===== src/rtl/uart_rx_core.sv =====
// uart_rx_core: UART receiver, 2-flop synchronized input, mid-bit sampling, sticky error flags.
// Optional macro UART_RX_PARITY_EN adds an even-parity bit (8E1) and the parity_err output.
module uart_rx_core #(
  parameter int CLK_FREQ     = 30000000,
  parameter int BAUD         = 115200,
  parameter int CLKS_PER_BIT = CLK_FREQ / BAUD
) (
  input  logic       sys_clk,
  input  logic       sys_rst_n,
  input  logic       rx,
  output logic [7:0] rx_data,
  output logic       rx_ready,
  input  logic       rx_ready_clear,
  output logic       rx_busy,
  output logic       frame_err,
  output logic       overrun_err,
`ifdef UART_RX_PARITY_EN
  output logic       parity_err,
`endif
  input  logic       err_clear
);

  localparam logic [15:0] HALF_LOAD = 16'(CLKS_PER_BIT / 2 - 1);
  localparam logic [15:0] FULL_LOAD = 16'(CLKS_PER_BIT - 1);

  typedef enum logic [2:0] {
    ST_IDLE   = 3'd0,
    ST_START  = 3'd1,
    ST_DATA   = 3'd2,
`ifdef UART_RX_PARITY_EN
    ST_PARITY = 3'd3,
`endif
    ST_STOP   = 3'd4
  } state_t;

  function automatic logic even_parity(input logic [7:0] d);
    return ^d;
  endfunction

  logic        rx_meta_r;
  logic        rx_s;
  state_t      state_r;
  logic [15:0] timer_r;
  logic [2:0]  bit_idx_r;
  logic [7:0]  shift_r;
  logic [7:0]  rx_data_r;
  logic        rx_ready_r;
  logic        rx_busy_r;
  logic        frame_err_r;
  logic        overrun_err_r;
  logic        break_wait_r;
`ifdef UART_RX_PARITY_EN
  logic        parity_err_r;
`endif

  // Two-flop synchronizer for the asynchronous serial line (idle high).
  always_ff @(posedge sys_clk or negedge sys_rst_n) begin
    if (!sys_rst_n) begin
      rx_meta_r <= 1'b1;
      rx_s      <= 1'b1;
    end else begin
      rx_meta_r <= rx;
      rx_s      <= rx_meta_r;
    end
  end

  // Receive FSM with bit timer, shift register, delivery and sticky flags.
  always_ff @(posedge sys_clk or negedge sys_rst_n) begin
    if (!sys_rst_n) begin
      state_r       <= ST_IDLE;
      timer_r       <= 16'd0;
      bit_idx_r     <= 3'd0;
      shift_r       <= 8'h00;
      rx_data_r     <= 8'h00;
      rx_ready_r    <= 1'b0;
      rx_busy_r     <= 1'b0;
      frame_err_r   <= 1'b0;
      overrun_err_r <= 1'b0;
      break_wait_r  <= 1'b0;
`ifdef UART_RX_PARITY_EN
      parity_err_r  <= 1'b0;
`endif
    end else begin
      // Clears come first so a same-cycle delivery or new error overrides them.
      if (rx_ready_clear) rx_ready_r <= 1'b0;
      if (err_clear) begin
        frame_err_r   <= 1'b0;
        overrun_err_r <= 1'b0;
`ifdef UART_RX_PARITY_EN
        parity_err_r  <= 1'b0;
`endif
      end
      if (rx_s) break_wait_r <= 1'b0;

      case (state_r)
        ST_IDLE: begin
          if (!rx_s && !break_wait_r) begin
            state_r   <= ST_START;
            timer_r   <= HALF_LOAD;
            bit_idx_r <= 3'd0;
            rx_busy_r <= 1'b1;
          end
        end
        ST_START: begin
          if (timer_r == 16'd0) begin
            if (!rx_s) begin
              state_r <= ST_DATA;
              timer_r <= FULL_LOAD;
            end else begin
              state_r   <= ST_IDLE;
              rx_busy_r <= 1'b0;
            end
          end else begin
            timer_r <= timer_r - 16'd1;
          end
        end
        ST_DATA: begin
          if (timer_r == 16'd0) begin
            shift_r <= {rx_s, shift_r[7:1]};
            timer_r <= FULL_LOAD;
            if (bit_idx_r == 3'd7) begin
              bit_idx_r <= 3'd0;
`ifdef UART_RX_PARITY_EN
              state_r   <= ST_PARITY;
`else
              state_r   <= ST_STOP;
`endif
            end else begin
              bit_idx_r <= bit_idx_r + 3'd1;
            end
          end else begin
            timer_r <= timer_r - 16'd1;
          end
        end
`ifdef UART_RX_PARITY_EN
        ST_PARITY: begin
          if (timer_r == 16'd0) begin
            if (rx_s != even_parity(shift_r)) parity_err_r <= 1'b1;
            state_r <= ST_STOP;
            timer_r <= FULL_LOAD;
          end else begin
            timer_r <= timer_r - 16'd1;
          end
        end
`endif
        ST_STOP: begin
          if (timer_r == 16'd0) begin
            rx_data_r  <= shift_r;
            rx_ready_r <= 1'b1;
            if (rx_ready_r && !rx_ready_clear) overrun_err_r <= 1'b1;
            if (!rx_s) begin
              frame_err_r  <= 1'b1;
              break_wait_r <= 1'b1;
            end
            state_r   <= ST_IDLE;
            rx_busy_r <= 1'b0;
          end else begin
            timer_r <= timer_r - 16'd1;
          end
        end
        default: begin
          state_r   <= ST_IDLE;
          rx_busy_r <= 1'b0;
        end
      endcase
    end
  end

  assign rx_data     = rx_data_r;
  assign rx_ready    = rx_ready_r;
  assign rx_busy     = rx_busy_r;
  assign frame_err   = frame_err_r;
  assign overrun_err = overrun_err_r;
`ifdef UART_RX_PARITY_EN
  assign parity_err  = parity_err_r;
`endif

endmodule

===== config.mk =====
export PLATFORM = sky130hd
export DESIGN_NAME = uart_rx_core
export DESIGN_NICKNAME = d
export VERILOG_FILES = /design/src/rtl/uart_rx_core.sv
export SDC_FILE = /design/constraint.sdc
export NUM_CORES = 1
export LEC_CHECK = 0
export CORE_MARGIN = 2
export CORE_UTILIZATION = 55
export CTS_CLUSTER_DIAMETER = 100
export DETAILED_ROUTE_END_ITERATION = 10
export PLACE_DENSITY = 0.82
export SETUP_SLACK_MARGIN = 0.05
export SLEW_MARGIN = 30
export SYNTH_ARGS = -nofsm -noshare
export SYNTH_HDL_FRONTEND = slang
export SYNTH_SLANG_ARGS = --single-unit

===== constraint.sdc =====
create_clock -name sys_clk -period 3.65 [get_ports sys_clk]
set_input_delay 0.5475 -clock sys_clk [delete_from_list [all_inputs] [get_ports sys_clk]]
set_output_delay 0.5475 -clock sys_clk [all_outputs]
set_load 0.01 [all_outputs]

==> results.toml, run 1 <==
[floorplan]
die_height_microns = 67.7
core_area_sq_um = 3940
die_w_microns = 67.7
io_pins = 17
die_area_sq_um = 4590
num_rows = 23
start_util_pct = 56.6

[logic_synthesis]
synthTopCellsByArea = "dfrtp_1 (48%), mux2_2 (8.1%), a21oi_1 (3.8%)"
synth_area_sq_um = 2230
ys_async_sr_fraction_pct = 100
synth_seq_cells = 45
synth.most_common_cell = "dfrtp_1"
synth_commonest_cells = "dfrtp_1 (43), nor2_1 (19), a21oi_1 (17)"
ys.flop_type = "dfrtp_1"
yosys_warnings = 0
synth_fp_nets = 216
synth_cell_types = 49
syn_inst = 207
synth-edff-count = 0
synth_top_area_share_pct = 48.2
synth_top_area_cell = "dfrtp_1"
synth.avg_cell_area_sq_um = 10.8
synth_seq_area_share_pct = 50.5

[pwr]
power.leakage_nw = 1.11
p_switching_mw = 0.194
swShare_pct = 23.2
p_seq_share_pct = 60.1
power_density_nw_per_um2 = 336
total_power_mw = 0.835
p_comb_share_pct = 2.1
peakVddDrop_mv = 0.241
power.internal_mw = 0.641
pwr-share-clk_pct = 37.8

[timing]
setup_violations = 0
max_freq_ghz = 0.395
rsz0062_at_grt = "no"
final-max-slew-violation-count = 0
max_slew.worst_pin.slew_ns = 0.573
skew_ns = 0.00860
maxSlewHeadroom_pct = 61.5
final_hold_viol_count = 0
fin_setup_tns_ns = 0
fin_crit_ns = 2.53
finalCritPeriodShare_pct = 69.4

[grt]
grt_antenna_before_repair = 0
grt_max_degree = 46
grt_util_all_layers_pct = 21.6
grt_overflow = 0
grt_pass1_vias = 1569
grt_pass1_wl_microns = 7200

[worst_setup_path]
path_class = "reg -> reg"
end_kind = "register"
worst-path-max-fanout = 11
slowest_stage = "and3_1"
cpPeakStageDelay_ns = 0.49
arrival_ns = 2.72
crit_path_start_kind = "register"
cp_top_family = "simple AND/OR/NAND/NOR gates"
worstPathRequired_ns = 3.84
path_cells = "inv_1 > ha_1 > nor4b_1 > and4_1 > and3_1 > mux2_2"
r2r_slack_ns = 1.12
cp_num_buf_inv = 1

[layout]
final_layout_size_suffix_gt1_share_pct = 16.7
diodes = 0
areaGrowthSynthToFinish_pct = 11.3
num-fill-cells = 295
final_area_sq_um = 2490
utilization_pct = 63.1
finalNetCount = 230

[clock_tree]
clockBufferDepth = 2
cts_inserted_buffers = 5
root_buffer = "clkbuf_8"
cts_resized = 0
clk_latency_ns = 0.31
clkSlewWorstSetupHoldPaths_ns = 0.09
cts_tree = "yes"
h-tree-depth = 2
hold_buffers = 0
post_cts_buffers = 0
clock_sinks = 45

[detailed_routing]
first_pass_iters = 4
met3_length_microns = 163
m1WireLength_microns = 1850
ant_nets = 0
dr.max_layer_used = "met4"
vias_per_cell = 5.86
wl_per_cell_microns = 15.3
drtIter0Drc = 143
drc_errors = 0
drt-total-wl_microns = 4160
vias = 1593
route.met2.wl_microns = 2090

[run]
cap_violations = 0

[place]
dp_hpwl_microns = 2850
place.gp.congestion = 0.807
portBuffers = 16
place_area_sq_um = 2400

[hold_path]
hold_class = "in -> async"

[status]
status = "finished, final reports clean"
==> registers in the layout (all words and copies together) (netlist names) <==
name and flops:
rx_busy 1, break_wait_r 1, rx_meta_r 1, rx_data 8, frame_err 1, rx_ready 1
shift_r 8, bit_idx_r 3, timer_r 16, state_r 3, rx_s 1, overrun_err 1
==> placed cells by master (no fill, tap or decap), types with 2 or more instances in the layout <==
cell type,netlist,layout
clkbuf_8,0,5
nand2_1,9,9
a22o_1,3,3
or3_1,5,5
dfstp_2,2,2
a21oi_1,17,17
clkdlybuf4s50_1,0,15
xnor2_1,2,2
xor2_1,7,7
nor3_1,7,7
dfrtp_1,43,43
ha_1,4,4
o211ai_1,3,3
nand4_2,2,2
mux2_2,16,16
nand2b_1,5,5
o21ai_0,9,9
nor4_1,5,5
nor2_1,19,19
inv_1,8,8
o22ai_1,2,2
nand4_1,4,4
or4_1,3,3
==> cell families after synthesis <==
logic type | synth area share [%]
simple gates | 18.3
flops | 50.5
compound gates | 12.5
buf+inv | 3.92
mux | 8.52
xor+xnor | 3.53
fa+ha+maj | 2.69
==> path summary, 6_finish.rpt <==
| path | start | endpoint | cells past startpoint |
|---|---|---|---|
| max | timer_r[0] | shift_r[1] | 6 |
| min | sys_rst_n | timer_r[3] | 1 |
| max reg2reg | timer_r[0] | shift_r[1] | 6 |
| min reg2reg | rx_meta_r | rx_s | 0 |
| max in group asynchronous | sys_rst_n | rx_meta_r | 1 |
| min in group sys_clk | rx_meta_r | rx_s | 0 |
==> power by group through the flow <==
stage | clock network [mW] | registers [mW] | logic [mW]
after detailed placement | 0 | 0.512 | 0.0183
after global routing | 0.346 | 0.503 | 0.0207
after CTS | 0.323 | 0.502 | 0.0180
after floorplan | 0 | 0.510 | 0.00506
final | 0.316 | 0.502 | 0.0172
after global placement | 0 | 0.512 | 0.0179
==> metrics by stage <==
stage / std cells / setup WS (ns) / hold slack [ns]
floorplan: 207 / 1.53 / 0.252
global placement: 264 / 1.26 / 0.346
detailed placement: 264 / 1.16 / 0.348
CTS: 272 / 1.14 / 0.238
global route: 272 / 0.967 / 0.277
finish: 272 / 1.12 / 0.220
==> per-layer routing <==
layer	vias up	GRT usage, %
li1	783	-
met1	779	27.2
met2	27	35.3
met3	4	5.17
met4	0	9.18
met5	-	0
==> cell type report <==
cell class                 count  area, sq um  area share [%]
inverter                       8         30.0            1.21
clock buffer                   5         68.8            2.77
sequential                    45         1130            45.4
tap                           50         62.6            2.52
multi-input combinational    145         1020            40.9
clock inverter                 3         21.3           0.856
timing repair buffer          16          158            6.34
Power figures use the tool's default switching activity.
==> run 2: changes to the inputs <==
clock period = 2.5 ns   (was 3.65 ns; I/O delays follow)
==> run 2 against run 1 <==
Sequential share of layout area is 1.9 points lower; design area is 4.5% higher; first-iteration DRC count is 4.9% lower.
==> results.toml, run 2 (same netlist as run 1, synthesis figures left out) <==
[layout]
multi_input_area_sq_um = 1020
largest_register = "timer_r"
largest_reg_flops = 16
utilization_pct = 65.9
num-fill-cells = 296
finalNetCount = 240
seq_area_sq_um = 1130
final_layout_size_suffix_gt1_share_pct = 20.7
final_cells = 282
diodes = 0
final_common_cell = "dfrtp_1"
final_cell_mix = "dfrtp_1 (43), nor2_1 (19), a21oi_1 (17)"
areaGrowthSynthToFinish_pct = 16.3

[clock_tree]
cts_inserted_buffers = 5
root_buffer = "clkbuf_8"
cts_tree = "yes"
clock_sinks = 45
clockBufferDepth = 2
hold_buffers = 0
clk_latency_ns = 0.30
cts_resized = 0
clkSlewWorstSetupHoldPaths_ns = 0.09
post_cts_buffers = 0
h-tree-depth = 2

[detailed_routing]
drc_errors = 0
m1WireLength_microns = 1960
vias_per_cell = 5.81
route.met2.wl_microns = 2090
met3_length_microns = 122
drtIter0Drc = 136
drt-total-wl_microns = 4210
dr.max_layer_used = "met4"
wl_per_cell_microns = 14.9
vias = 1639
ant_nets = 0
first_pass_iters = 4

[timing]
fin_setup_tns_ns = 0
final_hold_viol_count = 0
final-max-slew-violation-count = 0
maxSlewHeadroom_pct = 63.0
max_freq_ghz = 0.434
skew_ns = 0.00619
finalCritPeriodShare_pct = 92.2
max_slew.worst_pin.slew_ns = 0.555
fin_crit_ns = 2.31
rsz0062_at_grt = "no"
setup_violations = 0
hold_ws_ns = 0.0579

[grt]
grt_overflow = 0
grt_pass1_wl_microns = 7450
grt_max_degree = 46
grt_pass1_vias = 1614
grt_util_all_layers_pct = 21.8
grt_antenna_before_repair = 0

[worst_setup_path]
path_cells = "nor4_1 > and4_1 > and3_1 > buf_4 > mux2_2"
end_kind = "register"
cpPeakStageDelay_ns = 0.51
worst-path-max-fanout = 11
path_class = "reg -> reg"
slowest_stage = "nor4_1"
worstPathRequired_ns = 2.69
arrival_ns = 2.49
crit_path_start_kind = "register"

[floorplan]
die_w_microns = 67.7
num_rows = 23
die_area_sq_um = 4590
die_height_microns = 67.7
core_area_sq_um = 3940
io_pins = 17
start_util_pct = 56.6

[place]
dp.cells = 274
place.gp.congestion = 0.838
dp_hpwl_microns = 2880
portBuffers = 16

[hold_path]
hold_class = "in -> async"

[pwr]
power.leakage_nw = 1.17
peakVddDrop_mv = 0.450
power_density_nw_per_um2 = 514
total_power_mw = 1.33

[status]
status = "finished, final reports clean"

[run]
cap_violations = 0
-- run 2: final timing paths --
path	from	end	slack, ns	cells past startpoint
setup / recovery	timer_r[11]	shift_r[0]	0.19	5
min in group sys_clk	rx_meta_r	rx_s	0.37	0
max in group asynchronous	sys_rst_n	rx_meta_r	2.06	1
hold reg to reg	rx_meta_r	rx_s	0.37	0
setup reg to reg	timer_r[11]	shift_r[0]	0.19	5
hold / removal	sys_rst_n	timer_r[2]	0.06	1
-- run 2: worst max-delay path: cells and delay by family, from the launching register on --
| kind | cells | cell delay, ns |
|---|---|---|
| buffers and inverters | 1 | 0.19 |
| and+or+nand+nor | 3 | 1.20 |
| DFF | 1 | 0.45 |
| muxes | 1 | 0.35 |
-- run 2: power by group --
part | switching, mW | internal [mW] | total, mW | leakage, nW
logic | 0.0178 | 0.00888 | 0.0267 | 0.521
clock network | 0.249 | 0.325 | 0.574 | 0.0574
registers | 0.00319 | 0.730 | 0.733 | 0.596
total | 0.270 | 1.06 | 1.33 | 1.17
-- run 2: layout make-up --
class	count	share of cell area (%)
inverters	8	1.16
multi-input cells	145	39.4
well taps	50	2.41
clock inverters	2	1.45
flip-flops and latches	45	43.4
clock buffers	6	3.18
repair buffers	26	8.96
-- run 2: metal layers --
| metal | GRT usage [%] | vias to the layer above |
|---|---|---|
| met4 | 6.12 | 0 |
| met3 | 5.00 | 5 |
| met5 | 0 | - |
| met1 | 27.7 | 818 |
| li1 | - | 796 |
| met2 | 37.3 | 20 |
-- run 2: metrics by stage --
step	worst slack, ns	area (sq um)
after global routing	0.0795	2600
after CTS	0.136	2590
after floorplan	0.377	2230
after detailed placement	0.155	2470
final	0.194	2600
after global placement	0.247	2470
